<file path="src/rtl/gemm_tile_sequencer_pkg.sv">
// ---------------------------------------------------------------------------
// gemm_pkg
// Shared definitions for the 4x4 int8 systolic GEMM tile sequencer.
// Holds the sequencer state encoding and the array geometry constants that
// both the top-level FSM and the tile address generator rely on.
// No ports; imported with "import gemm_pkg::*".
// ---------------------------------------------------------------------------
package gemm_pkg;

    localparam int ARRAY_DIM      = 4;

    // One cycle to absorb the last word's read latency, then 2*(ARRAY_DIM-1)
    // zero injections to push the skewed wavefront out of the array.
    localparam int FLUSH_CYCLES   = 7;
    localparam int FLUSH_CNT_BITS = 3;

    localparam int OUT_IDX_BITS   = 4;
    localparam int OUT_IDX_LAST   = ARRAY_DIM * ARRAY_DIM - 1;

    typedef enum logic [2:0] {
        ST_IDLE,
        ST_CLEAR,
        ST_FEED,
        ST_FLUSH,
        ST_DRAIN,
        ST_DONE
    } seq_state_e;

endpackage

</file>
<file path="src/rtl/gemm_tile_sequencer_tile_addr_gen.sv">
// ---------------------------------------------------------------------------
// tile_addr_gen
// Address bookkeeping for the GEMM tile walk. Keeps the K-step counter kc,
// the tile coordinates mb/nb and running A/B base registers so that
//   a_addr = mb*cfg_k + kc,   b_addr = nb*cfg_k + kc
// is formed with adders only. Overflow wraps silently.
//
// Ports:
//   clk, rst_n          clock, asynchronous active-low reset
//   cfg_m_i/n_i/k_i     latched job dimensions
//   init_i              start of a job: zero tile coordinates and bases
//   clear_i             start of a tile: zero kc
//   step_i              one FEED cycle: advance kc
//   next_tile_i         tile drained and not the last one: move to next tile
//   a_addr_o, b_addr_o  buffer read indices
//   mb_o, nb_o          current tile coordinates
//   last_k_o            kc is on the final reduction step
//   last_tile_o         current tile is the final tile of the job
// ---------------------------------------------------------------------------
module tile_addr_gen #(
    parameter int A_ADDR_BITS = 16,
    parameter int B_ADDR_BITS = 14,
    parameter int DIM_BITS    = 16
) (
    input  logic                   clk,
    input  logic                   rst_n,
    input  logic [DIM_BITS-1:0]    cfg_m_i,
    input  logic [DIM_BITS-1:0]    cfg_n_i,
    input  logic [DIM_BITS-1:0]    cfg_k_i,
    input  logic                   init_i,
    input  logic                   clear_i,
    input  logic                   step_i,
    input  logic                   next_tile_i,
    output logic [A_ADDR_BITS-1:0] a_addr_o,
    output logic [B_ADDR_BITS-1:0] b_addr_o,
    output logic [DIM_BITS-1:0]    mb_o,
    output logic [DIM_BITS-1:0]    nb_o,
    output logic                   last_k_o,
    output logic                   last_tile_o
);

    localparam logic [DIM_BITS-1:0] DIM_ONE = DIM_BITS'(1);

    logic [DIM_BITS-1:0]    kc_q, kc_d;
    logic [DIM_BITS-1:0]    mb_q, mb_d;
    logic [DIM_BITS-1:0]    nb_q, nb_d;
    logic [A_ADDR_BITS-1:0] aBase_q, aBase_d;
    logic [B_ADDR_BITS-1:0] bBase_q, bBase_d;
    logic                   lastN;
    logic                   lastM;

    assign lastN       = (nb_q == cfg_n_i - DIM_ONE);
    assign lastM       = (mb_q == cfg_m_i - DIM_ONE);
    assign last_k_o    = (kc_q == cfg_k_i - DIM_ONE);
    assign last_tile_o = lastN && lastM;

    assign a_addr_o = aBase_q + A_ADDR_BITS'(kc_q);
    assign b_addr_o = bBase_q + B_ADDR_BITS'(kc_q);
    assign mb_o     = mb_q;
    assign nb_o     = nb_q;

    // Next-state for the counters. The tile walk is row-major over (mb, nb):
    // the B base steps by cfg_k along a row and rewinds to zero when the row
    // wraps, at which point the A base steps by cfg_k instead.
    always_comb begin
        kc_d    = kc_q;
        mb_d    = mb_q;
        nb_d    = nb_q;
        aBase_d = aBase_q;
        bBase_d = bBase_q;

        if (clear_i) begin
            kc_d = '0;
        end else if (step_i) begin
            kc_d = kc_q + DIM_ONE;
        end

        if (init_i) begin
            mb_d    = '0;
            nb_d    = '0;
            aBase_d = '0;
            bBase_d = '0;
        end else if (next_tile_i) begin
            if (!lastN) begin
                nb_d    = nb_q + DIM_ONE;
                bBase_d = bBase_q + B_ADDR_BITS'(cfg_k_i);
            end else begin
                nb_d    = '0;
                bBase_d = '0;
                mb_d    = mb_q + DIM_ONE;
                aBase_d = aBase_q + A_ADDR_BITS'(cfg_k_i);
            end
        end
    end

    // Counter registers; everything returns to zero on reset so the address
    // outputs read 0 straight out of reset.
    always_ff @(posedge clk or negedge rst_n) begin
        if (!rst_n) begin
            kc_q    <= '0;
            mb_q    <= '0;
            nb_q    <= '0;
            aBase_q <= '0;
            bBase_q <= '0;
        end else begin
            kc_q    <= kc_d;
            mb_q    <= mb_d;
            nb_q    <= nb_d;
            aBase_q <= aBase_d;
            bBase_q <= bBase_d;
        end
    end

endmodule

</file>
<file path="src/rtl/gemm_tile_sequencer.sv">
// ---------------------------------------------------------------------------
// gemm_tile_sequencer
// Control FSM for the 4x4 int8 systolic GEMM datapath. Walks an MxN grid of
// 4x4 output tiles; per tile it clears the accumulators, streams cfg_k A/B
// buffer reads, flushes the skewed array with zeros and drains the 16
// accumulators through a valid/ready handshake.
//
// Ports:
//   clk, rst_n            clock, asynchronous active-low reset
//   start                 job request, only honoured in IDLE
//   cfg_m, cfg_n, cfg_k   tile rows, tile columns, reduction depth
//   busy                  high outside IDLE
//   done                  one-cycle pulse after the last tile drains
//   err                   one-cycle pulse on start with a zero dimension
//   rd_en, a_addr, b_addr global-buffer read strobe and indices
//   acc_clear             clears all accumulators
//   feed_valid, feed_zero array shift enable, and zero-injection select
//   out_valid, out_ready  result handshake
//   out_idx               accumulator index 0..15, row-major
//   out_mb, out_nb        tile coordinates of the tile being drained
// ---------------------------------------------------------------------------
module gemm_tile_sequencer
    import gemm_pkg::*;
#(
    parameter int A_ADDR_BITS = 16,
    parameter int B_ADDR_BITS = 14,
    parameter int DIM_BITS    = 16
) (
    input  logic                    clk,
    input  logic                    rst_n,
    input  logic                    start,
    input  logic [DIM_BITS-1:0]     cfg_m,
    input  logic [DIM_BITS-1:0]     cfg_n,
    input  logic [DIM_BITS-1:0]     cfg_k,
    output logic                    busy,
    output logic                    done,
    output logic                    err,
    output logic                    rd_en,
    output logic [A_ADDR_BITS-1:0]  a_addr,
    output logic [B_ADDR_BITS-1:0]  b_addr,
    output logic                    acc_clear,
    output logic                    feed_valid,
    output logic                    feed_zero,
    output logic                    out_valid,
    input  logic                    out_ready,
    output logic [OUT_IDX_BITS-1:0] out_idx,
    output logic [DIM_BITS-1:0]     out_mb,
    output logic [DIM_BITS-1:0]     out_nb
);

    seq_state_e                state_q, state_d;
    logic [DIM_BITS-1:0]       cfgM_q, cfgM_d;
    logic [DIM_BITS-1:0]       cfgN_q, cfgN_d;
    logic [DIM_BITS-1:0]       cfgK_q, cfgK_d;
    logic [FLUSH_CNT_BITS-1:0] flushCnt_q, flushCnt_d;
    logic [OUT_IDX_BITS-1:0]   outIdx_q, outIdx_d;
    logic                      feedDly_q, feedDly_d;

    logic cfgZero;
    logic startAccept;
    logic tileDone;
    logic flushLast;
    logic lastK;
    logic lastTile;
    logic inClear;
    logic inFeed;
    logic nextTile;

    assign cfgZero     = (cfg_m == '0) || (cfg_n == '0) || (cfg_k == '0);
    assign startAccept = (state_q == ST_IDLE) && start && !cfgZero;
    assign tileDone    = (state_q == ST_DRAIN) && out_ready &&
                         (outIdx_q == OUT_IDX_BITS'(OUT_IDX_LAST));
    assign flushLast   = (flushCnt_q == FLUSH_CNT_BITS'(FLUSH_CYCLES - 1));
    assign inClear     = (state_q == ST_CLEAR);
    assign inFeed      = (state_q == ST_FEED);
    assign nextTile    = tileDone && !lastTile;

    tile_addr_gen #(
        .A_ADDR_BITS (A_ADDR_BITS),
        .B_ADDR_BITS (B_ADDR_BITS),
        .DIM_BITS    (DIM_BITS)
    ) u_tile_addr_gen (
        .clk         (clk),
        .rst_n       (rst_n),
        .cfg_m_i     (cfgM_q),
        .cfg_n_i     (cfgN_q),
        .cfg_k_i     (cfgK_q),
        .init_i      (startAccept),
        .clear_i     (inClear),
        .step_i      (inFeed),
        .next_tile_i (nextTile),
        .a_addr_o    (a_addr),
        .b_addr_o    (b_addr),
        .mb_o        (out_mb),
        .nb_o        (out_nb),
        .last_k_o    (lastK),
        .last_tile_o (lastTile)
    );

    // State register; reset drops straight back to IDLE, abandoning any job
    // in flight without a done pulse.
    always_ff @(posedge clk or negedge rst_n) begin
        if (!rst_n) begin
            state_q <= ST_IDLE;
        end else begin
            state_q <= state_d;
        end
    end

    // Next-state logic. A start with any zero dimension is rejected in IDLE;
    // a start in any other state is simply not looked at.
    always_comb begin
        state_d = state_q;
        case (state_q)
            ST_IDLE: begin
                if (startAccept) begin
                    state_d = ST_CLEAR;
                end
            end
            ST_CLEAR: begin
                state_d = ST_FEED;
            end
            ST_FEED: begin
                if (lastK) begin
                    state_d = ST_FLUSH;
                end
            end
            ST_FLUSH: begin
                if (flushLast) begin
                    state_d = ST_DRAIN;
                end
            end
            ST_DRAIN: begin
                if (tileDone) begin
                    state_d = lastTile ? ST_DONE : ST_CLEAR;
                end
            end
            ST_DONE: begin
                state_d = ST_IDLE;
            end
            default: begin
                state_d = ST_IDLE;
            end
        endcase
    end

    // Output decode. Buffer data lags the address by one cycle, so the array
    // shift in FEED follows rd_en delayed by a register, and the first FLUSH
    // cycle still shifts real data for the final read.
    always_comb begin
        busy       = (state_q != ST_IDLE);
        done       = (state_q == ST_DONE);
        err        = (state_q == ST_IDLE) && start && cfgZero;
        rd_en      = (state_q == ST_FEED);
        acc_clear  = (state_q == ST_CLEAR);
        feed_valid = ((state_q == ST_FEED) && feedDly_q) || (state_q == ST_FLUSH);
        feed_zero  = (state_q == ST_FLUSH) && (flushCnt_q != '0);
        out_valid  = (state_q == ST_DRAIN);
    end

    assign out_idx = outIdx_q;

    // Datapath next-state: config is captured only on acceptance, the flush
    // counter runs only inside FLUSH, and the drain index only moves on a
    // completed handshake so it holds under backpressure.
    always_comb begin
        cfgM_d     = cfgM_q;
        cfgN_d     = cfgN_q;
        cfgK_d     = cfgK_q;
        flushCnt_d = '0;
        outIdx_d   = '0;
        feedDly_d  = (state_q == ST_FEED);

        if (startAccept) begin
            cfgM_d = cfg_m;
            cfgN_d = cfg_n;
            cfgK_d = cfg_k;
        end

        if (state_q == ST_FLUSH) begin
            flushCnt_d = flushCnt_q + FLUSH_CNT_BITS'(1);
        end

        if (state_q == ST_DRAIN) begin
            outIdx_d = out_ready ? (outIdx_q + OUT_IDX_BITS'(1)) : outIdx_q;
        end
    end

    // Datapath registers.
    always_ff @(posedge clk or negedge rst_n) begin
        if (!rst_n) begin
            cfgM_q     <= '0;
            cfgN_q     <= '0;
            cfgK_q     <= '0;
            flushCnt_q <= '0;
            outIdx_q   <= '0;
            feedDly_q  <= 1'b0;
        end else begin
            cfgM_q     <= cfgM_d;
            cfgN_q     <= cfgN_d;
            cfgK_q     <= cfgK_d;
            flushCnt_q <= flushCnt_d;
            outIdx_q   <= outIdx_d;
            feedDly_q  <= feedDly_d;
        end
    end

endmodule

</file>
<file path="config.mk">
export PLATFORM = sky130hd
export DESIGN_NAME = gemm_tile_sequencer
export DESIGN_NICKNAME = d
export VERILOG_FILES = /design/src/rtl/gemm_tile_sequencer_pkg.sv /design/src/rtl/gemm_tile_sequencer_tile_addr_gen.sv /design/src/rtl/gemm_tile_sequencer.sv
export SDC_FILE = /design/constraint.sdc
export NUM_CORES = 1
export LEC_CHECK = 0
export BUFFER_PORTS_ARGS = -buffer_cell sky130_fd_sc_hd__buf_2
export CAP_MARGIN = 20
export CORE_UTILIZATION = 50
export CTS_CLUSTER_SIZE = 16
export DETAILED_ROUTE_END_ITERATION = 8
export PLACE_DENSITY = 0.73
export SYNTH_ARGS = -nofsm -noshare
export SYNTH_HDL_FRONTEND = slang
export SYNTH_SLANG_ARGS = --single-unit
</file>
<file path="constraint.sdc">
create_clock -name clk -period 3.7 [get_ports clk]
set_clock_uncertainty 0.2 [all_clocks]
set_input_delay 0.185 -clock clk [delete_from_list [all_inputs] [get_ports clk]]
set_output_delay 0.185 -clock clk [all_outputs]
set_load 0.005 [all_outputs]
</file>
==> flow_metrics.py, run 1 <==
metrics = {
    "run_status": {
        "status": "finished, final reports clean",
    },
    "logic_synthesis": {
        "ys_warn_count": 0,
        "synth.net_count": 1346,
        "ys_types": 65,
        "yosysTopAreaCellShare_pct": 33.9,
        "yosys.area.top_type": "dfrtp_1",
        "synthTopCellsByArea": "dfrtp_1 34%, ha_1 8.2%, nand2_1 7.1%, xnor2_1 6.7%, xor2_1 3.9%",
        "avgSynthCellArea_um2": 8.26,
        "syn_area_mm2": 0.0101,
        "netlist_instances": 1224,
        "ys.flop_type": "dfrtp_1",
        "synth-edff-count": 0,
        "async_flop_share_pct": 100,
        "synth-seq-area-share_pct": 33.9,
        "synth_seq_cells": 137,
    },
    "flow_run": {
        "cap_violations": 0,
    },
    "global_routing": {
        "grt-ovfl-total": 0,
        "grt_max_degree": 70,
        "grt_pass1_vias": 9237,
        "antenna_found_initial": 0,
        "grt_pass1_wl_mm": 46.2,
        "grtUsageTotal_pct": 28.8,
    },
    "clock_network": {
        "cts_max_level": 4,
        "clock_sinks": 137,
        "cts-buffers-inserted": 17,
        "ctsRootBufferMaster": "clkbuf_16",
        "cts_tree": "done",
        "cts_buffer_depth": 2,
        "clk_pin_slew_ns": 0.06,
        "clkLatencyLatePin_ns": 0.43,
    },
    "floorplan": {
        "rows": 51,
        "die_w_um": 144,
        "dieArea_mm2": 0.0208,
        "die_h_um": 144,
        "core_area_mm2": 0.0197,
        "initial_core_util_pct": 51.4,
        "io_pins": 126,
    },
    "worst_setup_path": {
        "start_kind": "flip-flop",
        "worst_ep_required_time_ns": 3.85,
        "worstSetupEndpointType": "flip-flop",
        "crit_top_cell": "or4_1",
        "crit_type": "flip-flop to flip-flop",
        "cp_cell_sequence": "or4_1 > or4_1 > a31oi_1 > a31oi_1 > a2111o_1 > or3_4 > buf_4 > or4_1 > a21oi_1",
        "reg2reg_from": "cfgN_q[9]",
        "crit_path_max_incr_delay_ns": 0.58,
        "cp.arrival_ns": 3.75,
        "cp_slowest_cell": "or4_1",
        "cp_max_fo": 8,
        "startpoint": "cfgN_q[9]",
    },
    "routing": {
        "drt_iter0_drc": 736,
        "antenna_left": 0,
        "via_per_inst": 5.77,
        "first_pass_iters": 5,
        "drc": 0,
        "drt_wl_total_mm": 28.9,
        "wl_per_cell_um": 17.1,
        "routed-via-count": 9745,
    },
    "hold_path": {
        "hold_path_class": "input pin to async pin",
    },
    "placement": {
        "hpwl_mm": 20.8,
        "port_buffers": 125,
        "place_congestion": 0.960,
    },
    "cells_and_area": {
        "num_antenna_cells": 0,
        "mostFrequentLayoutCells": "192 x nand2_1, 135 x dfrtp_1, 124 x buf_2, 88 x nor2_1, 77 x xnor2_1",
        "fin_nets": 1534,
        "areaGrowthSynthToFinish_pct": 22.0,
        "fillerInstances": 1692,
        "drive_above_1_share_pct": 15.3,
        "multi_input_area_mm2": 0.00628,
        "layout_commonest_cell": "nand2_1",
        "seqCellArea_mm2": 0.00343,
    },
    "timing": {
        "rsz0062_at_grt": "false",
        "setup_viol": 0,
        "fin_crit_ns": 3.60,
        "tightest_slew_ns": 0.877,
        "finalCritPeriodShare_pct": 97.4,
        "hold_viol_final": 0,
        "relSlewSlack_pct": 41.3,
        "finalSetupTns_ns": 0,
        "slew_viol_final": 0,
        "max_freq_mhz": 278,
    },
    "power_and_ir_drop": {
        "power.leakage_nw": 5.75,
        "power.density_mw_per_mm2": 543,
        "ir_drop_mv": 0.417,
        "p_total_w": 0.00670,
    },
}
-- worst max-delay path: cells and delay by family (launching register included) --
kind                   cells  cell delay [ns]
AND/OR/NAND/NOR            4             1.93
AO/OA/AOI/OAI              4             0.85
flip-flops                 1             0.37
buffers and inverters      1             0.17
-- repair_timing --
action	CTS	global route
setup buffers	0	1
endpoints found under the setup margin	1	19
pin swaps	1	2
endpoints found under the hold margin	120	0
hold buffers	50	0
resized for setup	1	8
cloned	0	0
-- final cells by class --
type,count,area share [%]
inverter,64,1.95
clock inverter,10,0.995
multi-input combinational,974,51.0
tap,265,2.69
sequential,137,27.8
clock buffer,20,3.62
timing repair buffer,218,11.9
-- power breakdown --
part	leakage, nW	internal, W	switching (W)	total (W)
Combinational	3.72	0.00131	0.00149	0.00280
Clock	0.269	0.00100	0.000670	0.00167
Sequential	1.76	0.00178	0.000438	0.00222
-- per-layer routing --
| layer | GRT usage [%] | wire (um) | up-vias |
|---|---|---|---|
| li1 | - | - | 4762 |
| met1 | 39.9 | 13300 | 4601 |
| met2 | 45.2 | 13200 | 337 |
| met3 | 5.13 | 1810 | 45 |
| met4 | 10.2 | 560 | 0 |
| met5 | 0 | 0 | - |
-- Yosys cell counts, types with 6 or more instances --
master,count
a211oi_1,10
a21o_1,13
a21oi_1,56
a31oi_1,22
and2_1,6
and3_1,10
clkbuf_1,40
dfrtp_1,137
ha_1,66
inv_1,64
mux2i_1,8
nand2_1,192
nand2b_1,10
nand3_1,40
nand3b_1,12
nand4_1,25
nor2_1,89
nor2b_1,15
nor3_1,36
nor4_1,30
o211ai_1,12
o21a_1,12
o21ai_0,60
o22ai_1,11
o31ai_1,11
or2_2,6
or3_1,15
or4_1,20
xnor2_1,77
xor2_1,45
-- path summary, 6_finish.rpt --
check,to,slack [ns],cells after the start
min reg2reg,flushCnt_q[0],0.27,1
max reg2reg,u_tile_addr_gen.mb_o[6],0.1,9
min,cfgN_q[13],0.13,2
min in group clk,flushCnt_q[0],0.27,1
max in group asynchronous,u_tile_addr_gen.kc_q[0],2.35,3
max,u_tile_addr_gen.mb_o[6],0.1,9
-- cells by family (layout without fill, tap and decap cells) --
| kind of cell | after synthesis | in the layout | share of synthesized area (%) |
|---|---|---|---|
| adder cells (fa/ha/maj) | 71 | 71 | 9.06 |
| buffers and inverters | 113 | 312 | 4.38 |
| AND/OR/NAND/NOR | 522 | 522 | 25.2 |
| multiplexers | 9 | 9 | 0.904 |
| XOR/XNOR | 122 | 122 | 10.6 |
| AO/OA/AOI/OAI | 250 | 250 | 15.9 |
| flip-flops | 137 | 137 | 33.9 |
-- flip-flops by register name, indices dropped and copies added (netlist names), 14 cells and up --
name	cells
cfgK_q	16
cfgM_q	16
cfgN_q	16
u_tile_addr_gen.aBase_q	16
u_tile_addr_gen.kc_q	16
u_tile_addr_gen.mb_o	16
u_tile_addr_gen.nb_o	16
u_tile_addr_gen.bBase_q	14
-- stage by stage --
step	setup slack [ns]	cells	hold WS, ns	cell area [um^2]	utilization, %
global route	0.0148	1688	0.212	12300	62.7
finish	0.0965	1688	0.132	12300	62.7
detailed placement	0.0730	1607	0.0375	11200	57.1
floorplan	0.195	1224	-0.311	10100	-
CTS	0.0356	1687	0.153	12300	62.5
global placement	0.145	1607	0.0335	11200	57.1
(Power assumes the default switching activity.)
==> run 2, diff against run 1 <==
--- a/config.mk
+++ b/config.mk
@@ -10,7 +10,8 @@
 export CORE_UTILIZATION = 50
 export CTS_CLUSTER_SIZE = 16
 export DETAILED_ROUTE_END_ITERATION = 8
-export PLACE_DENSITY = 0.73
+export PLACE_DENSITY = 0.76
+export SETUP_SLACK_MARGIN = 0.2
 export SYNTH_ARGS = -nofsm -noshare
 export SYNTH_HDL_FRONTEND = slang
 export SYNTH_SLANG_ARGS = --single-unit
==> constraint.sdc (replaced) <==
create_clock -name clk -period 4.32 [get_ports clk]
set_clock_uncertainty 0.2 [all_clocks]
set_input_delay 0.216 -clock clk [delete_from_list [all_inputs] [get_ports clk]]
set_output_delay 0.216 -clock clk [all_outputs]
set_load 0.005 [all_outputs]
==> run 2 against run 1 <==
  * Flip-flop and latch count unchanged
  * Cell area decreased by 1.3%
  * Die area unchanged
  * Via count about the same
  * Core utilization decreased by 0.80 points
  * Hold slack improved by 0.0099 ns
  * Fmax decreased by 8.5%
  * Power decreased by 14%
==> flow_metrics.py, run 2 (same netlist as run 1, synthesis figures left out) <==
metrics = {
    "floorplan": {
        "dieArea_mm2": 0.0208,
        "io_pins": 126,
        "rows": 51,
        "core_area_mm2": 0.0197,
        "die_w_um": 144,
        "initial_core_util_pct": 51.4,
        "die_h_um": 144,
    },
    "worst_setup_path": {
        "worstSetupEndpointType": "flip-flop",
        "reg2reg_from": "cfgN_q[10]",
        "worst-r2r-setup-slack_ns": 0.38,
        "crit_type": "flip-flop to flip-flop",
        "startpoint": "cfgN_q[10]",
        "cp_max_fo": 25,
        "crit_end": "u_tile_addr_gen.mb_o[5]",
        "reg2reg_depth": 8,
        "cp.arrival_ns": 4.11,
        "r2r-end": "u_tile_addr_gen.mb_o[5]",
        "worst_ep_required_time_ns": 4.49,
        "start_kind": "flip-flop",
    },
    "power_and_ir_drop": {
        "power.internal_w": 0.00354,
        "p_switching_w": 0.00221,
        "power.leakage_nw": 5.65,
        "ir_drop_mv": 0.385,
        "clkPwrFrac_pct": 26.6,
        "power.share.sequential_pct": 34.5,
        "swShare_pct": 38.4,
        "power.density_mw_per_mm2": 472,
        "comb_power_share_pct": 38.9,
    },
    "timing": {
        "tightest_slew_ns": 0.747,
        "setup_viol": 0,
        "fin_crit_ns": 3.94,
        "finalSetupTns_ns": 0,
        "rsz0062_at_grt": "false",
        "max_freq_mhz": 254,
        "relSlewSlack_pct": 49.7,
        "fin_ws_ns": 0.380,
        "slew_viol_final": 0,
        "finalCritPeriodShare_pct": 91.2,
        "hold_viol_final": 0,
    },
    "routing": {
        "drc": 0,
        "drt_wl_total_mm": 28.8,
        "drt_iter0_drc": 740,
        "first_pass_iters": 5,
        "wl_per_cell_um": 17.3,
        "antenna_left": 0,
        "routed-via-count": 9742,
        "via_per_inst": 5.85,
    },
    "cells_and_area": {
        "fillerInstances": 1680,
        "fin_nets": 1509,
        "num_antenna_cells": 0,
        "drive_above_1_share_pct": 13.5,
        "areaGrowthSynthToFinish_pct": 20.4,
        "mostFrequentLayoutCells": "192 x nand2_1, 137 x dfrtp_1, 124 x buf_2, 88 x nor2_1, 77 x xnor2_1",
        "layout_commonest_cell": "nand2_1",
    },
    "global_routing": {
        "grtUsageTotal_pct": 28.9,
        "antenna_found_initial": 0,
        "grt-ovfl-total": 0,
        "grt_max_degree": 66,
        "grt_pass1_vias": 9288,
        "grt_pass1_wl_mm": 46.5,
    },
    "flow_run": {
        "cap_violations": 0,
    },
    "clock_network": {
        "ctsRootBufferMaster": "clkbuf_16",
        "cts_buffer_depth": 2,
        "cts-buffers-inserted": 17,
        "clk_pin_slew_ns": 0.06,
        "clkLatencyLatePin_ns": 0.44,
        "post_cts_buffers": 0,
        "cts_max_level": 4,
        "cts_tree": "done",
        "clock_sinks": 137,
    },
    "hold_path": {
        "hold_path_class": "input pin to async pin",
    },
    "placement": {
        "hpwl_mm": 20.1,
        "preCtsSetupSlack_ns": 0.391,
        "port_buffers": 125,
        "place_congestion": 0.909,
    },
    "run_status": {
        "status": "finished, final reports clean",
    },
}
## run 2: repair_timing
| item | 4_1_cts | 5_1_grt |
|---|---|---|
| gates resized for setup | 0 | 1 |
| setup endpoints to repair | 0 | 17 |
| hold endpoints to repair | 114 | 0 |
| hold buffers | 50 | 0 |
## run 2: worst min-delay path by stage
stage	startpoint	end	slack, ns
4_1_cts	rst_n	cfgN_q[13]	0.17
6_report	rst_n	cfgN_q[15]	0.14
5_1_grt	rst_n	cfgN_q[13]	0.21
3_5_place_dp	rst_n	cfgN_q[15]	0.05
2_1_floorplan	rst_n	cfgK_q[0]	-0.28
3_3_place_gp	rst_n	cfgN_q[15]	0.05
## run 2: power groups by stage
stage	logic (W)	registers, W	clock network [W]
after floorplan	0.00172	0.00178	0
after global placement	0.00211	0.00197	0
after detailed placement	0.00216	0.00198	0
after CTS	0.00222	0.00197	0.00154
after global routing	0.00252	0.00202	0.00159
final	0.00224	0.00198	0.00153
## run 2: layout make-up
cell class / count / area (um^2) / area share (%)
Clock inverter: 10 / 143 / 1.17
Timing Repair Buffer: 193 / 1290 / 10.6
Clock buffer: 22 / 474 / 3.90
Inverter: 64 / 240 / 1.97
Multi-Input combinational cell: 974 / 6260 / 51.4
Tap cell: 265 / 332 / 2.72
Sequential cell: 137 / 3430 / 28.2
## run 2: worst max-delay path, stage by stage, from the launching register on
cell and delay, ns:
dfrtp_1 0.44, or4_1 0.58, or4_1 0.53, a31oi_1 0.17
a31oi_1 0.07, a2111o_1 0.49, or3_2 0.67, or4_1 0.56
a21oi_1 0.15
## run 2: per-layer routing
layer / global-route usage, % / up-vias / wire length [um]
met5: 0 / - / 0
met2: 45.5 / 365 / 13000
met1: 38.2 / 4587 / 12900
met3: 6.13 / 74 / 1960
met4: 12.6 / 0 / 975
li1: - / 4716 / -
## run 2: through the flow
step           total power, W  cell area (um^2)  cells  util [%]  hold slack, ns
2_1_floorplan         0.00350             10100   1224         -          -0.280
3_3_place_gp          0.00409             11000   1581      56.0          0.0536
3_5_place_dp          0.00414             11000   1581      56.0          0.0497
4_1_cts               0.00573             12100   1663      61.7           0.168
5_1_grt               0.00614             12200   1665      61.9           0.208
6_report              0.00575             12200   1665      61.9           0.142
==> run 3, diff against run 2 <==
--- a/config.mk
+++ b/config.mk
@@ -10,6 +10,7 @@
 export CORE_UTILIZATION = 50
 export CTS_CLUSTER_SIZE = 16
 export DETAILED_ROUTE_END_ITERATION = 8
+export HOLD_SLACK_MARGIN = 0.08
 export PLACE_DENSITY = 0.76
 export SETUP_SLACK_MARGIN = 0.2
 export SYNTH_ARGS = -nofsm -noshare
==> constraint.sdc (replaced) <==
create_clock -name clk -period 3.75 [get_ports clk]
set_clock_uncertainty 0.2 [all_clocks]
set_input_delay 0.1875 -clock clk [delete_from_list [all_inputs] [get_ports clk]]
set_output_delay 0.1875 -clock clk [all_outputs]
set_load 0.005 [all_outputs]
==> run 3 against run 2 <==
  * Sequential share of layout area decreased by 0.71 points
  * Clock power up 14%
  * Die area stayed put
  * First-iteration DRC count is 21% higher
  * Power up 17%
  * Routed wire length grew 1.2%
  * Setup slack got worse by 0.18 ns
  * Combinational power up 25%
  * Cell count up 1.6%
  * Flip-flop and latch count unchanged
==> flow_metrics.py, run 3 (same netlist as run 1, synthesis figures left out) <==
metrics = {
    "timing": {
        "tightest_slew_ns": 0.843,
        "slew_viol_final": 0,
        "finalSetupTns_ns": 0,
        "relSlewSlack_pct": 43.8,
        "max_freq_mhz": 282,
        "rsz0062_at_grt": "true",
        "fin_ws_ns": 0.199,
        "setup_viol": 0,
        "finalCritPeriodShare_pct": 94.7,
        "fin_crit_ns": 3.55,
        "hold_viol_final": 0,
    },
    "worst_setup_path": {
        "worstSetupEndpointType": "flip-flop",
        "crit_family": "simple AND/OR/NAND/NOR gates",
        "cp_slowest_cell": "or4_4",
        "cp_max_fo": 6,
        "start_kind": "flip-flop",
        "critPathBufInv": 1,
        "worst_ep_required_time_ns": 3.91,
        "crit_type": "flip-flop to flip-flop",
        "crit_path_max_incr_delay_ns": 0.56,
        "cp.arrival_ns": 3.71,
        "cp_cell_sequence": "or4_4 > or4_4 > a31oi_1 > a31oi_1 > a2111o_1 > or3_4 > buf_12 > or4_4 > a21oi_2",
        "crit_top_cell": "or4_4",
    },
    "power_and_ir_drop": {
        "clkPwrFrac_pct": 26.0,
        "p_switching_w": 0.00260,
        "ir_drop_mv": 0.406,
        "power.leakage_nw": 5.83,
        "comb_power_share_pct": 41.6,
        "power.share.sequential_pct": 32.4,
        "swShare_pct": 38.6,
        "power.density_mw_per_mm2": 540,
        "power.internal_w": 0.00414,
        "p_total_w": 0.00674,
    },
    "clock_network": {
        "clk_pin_slew_ns": 0.07,
        "clkLatencyLatePin_ns": 0.43,
        "cts_buffer_depth": 2,
        "cts_max_level": 4,
        "ctsRootBufferMaster": "clkbuf_16",
        "cts_tree": "done",
        "clock_sinks": 137,
        "cts-buffers-inserted": 17,
    },
    "routing": {
        "routed-via-count": 9959,
        "drt_iter0_drc": 899,
        "wl_per_cell_um": 17.2,
        "antenna_left": 0,
        "first_pass_iters": 6,
        "drt_wl_total_mm": 29.1,
        "via_per_inst": 5.89,
        "drc": 0,
    },
    "floorplan": {
        "io_pins": 126,
        "initial_core_util_pct": 51.4,
        "dieArea_mm2": 0.0208,
        "die_h_um": 144,
        "rows": 51,
        "core_area_mm2": 0.0197,
        "die_w_um": 144,
    },
    "cells_and_area": {
        "num_antenna_cells": 0,
        "fin_nets": 1536,
        "layout.cells.non_filler": 1691,
        "fillerInstances": 1650,
        "drive_above_1_share_pct": 16.2,
        "areaGrowthSynthToFinish_pct": 23.6,
        "layout_commonest_cell": "nand2_1",
        "mostFrequentLayoutCells": "191 x nand2_1, 135 x dfrtp_1, 124 x buf_2, 88 x nor2_1, 77 x xnor2_1",
    },
    "global_routing": {
        "grt_max_degree": 84,
        "grt-ovfl-total": 0,
        "grtUsageTotal_pct": 28.8,
        "grt_pass1_vias": 9314,
        "grt_pass1_wl_mm": 46.5,
        "antenna_found_initial": 0,
    },
    "placement": {
        "port_buffers": 125,
        "hpwl_mm": 20.1,
        "preCtsSetupSlack_ns": 0.0890,
        "place_inst": 1598,
        "place_congestion": 0.931,
    },
    "flow_run": {
        "cap_violations": 0,
    },
    "run_status": {
        "status": "finished, final reports clean",
    },
    "hold_path": {
        "hold_path_class": "input pin to async pin",
    },
}
[run 3: cell count changes in the layout (fill, tap and decap cells not counted), sizes merged]
cell and delta:
clkinv -2, buf +24, inv +4
[run 3: per-layer routing]
metal | routed length [um] | track usage, % | up-vias
met3 | 2070 | 5.36 | 76
met2 | 13300 | 45.5 | 422
met1 | 12900 | 39.0 | 4701
met4 | 822 | 10.8 | 0
met5 | 0 | 0 | -
li1 | - | - | 4760
[run 3: through the flow]
step | util [%] | cell area, um^2 | hold slack (ns)
floorplan | - | 10100 | -0.308
global placement | 56.7 | 11100 | 0.0900
detailed placement | 56.7 | 11100 | 0.0810
CTS | 62.5 | 12300 | 0.198
global route | 63.6 | 12500 | 0.234
finish | 63.6 | 12500 | 0.125
[run 3: final timing paths]
check | startpoint | endpoint | slack (ns) | cells after the start
max in group asynchronous | rst_n | u_tile_addr_gen.nb_o[3] | 2.32 | 3
setup reg to reg | cfgN_q[9] | u_tile_addr_gen.mb_o[7] | 0.20 | 9
hold reg to reg | flushCnt_q[0] | flushCnt_q[0] | 0.26 | 1
setup / recovery | cfgN_q[9] | u_tile_addr_gen.mb_o[7] | 0.20 | 9
min in group clk | flushCnt_q[0] | flushCnt_q[0] | 0.26 | 1
hold / removal | rst_n | cfgN_q[12] | 0.13 | 2
[run 3: worst register-to-register path: stages, from the launching register on]
cell and delay, ns:
dfrtp_1 0.39, or4_4 0.56, or4_4 0.52, a31oi_1 0.18, a31oi_1 0.07, a2111o_1 0.37, or3_4 0.42, buf_12 0.16
or4_4 0.47, a21oi_2 0.15
[run 3: repair_timing]
item	CTS	global route
gates cloned	0	3
hold endpoints to repair	133	0
pin swaps	2	6
hold buffers	50	0
buffers inserted	1	7
resized for setup	10	15
endpoints found under the setup margin	16	18
[run 3: final cells by class]
class                           instances  area, um^2  area share (%)
Timing Repair Buffer                  220        1560            12.5
Multi-Input combinational cell        974        6320            50.6
Sequential cell                       137        3430            27.5
Inverter                               64         240            1.92
Clock buffer                           19         443            3.55
Tap cell                              265         332            2.65
Clock inverter                         12         164            1.31
[run 3: power by group through the flow]
stage               clock [W]  combinational (W)  sequential, W
finish                0.00175            0.00280        0.00219
detailed placement          0            0.00266        0.00219
floorplan                   0            0.00198        0.00205
CTS                   0.00177            0.00273        0.00218
global placement            0            0.00260        0.00218
global route          0.00184            0.00314        0.00223
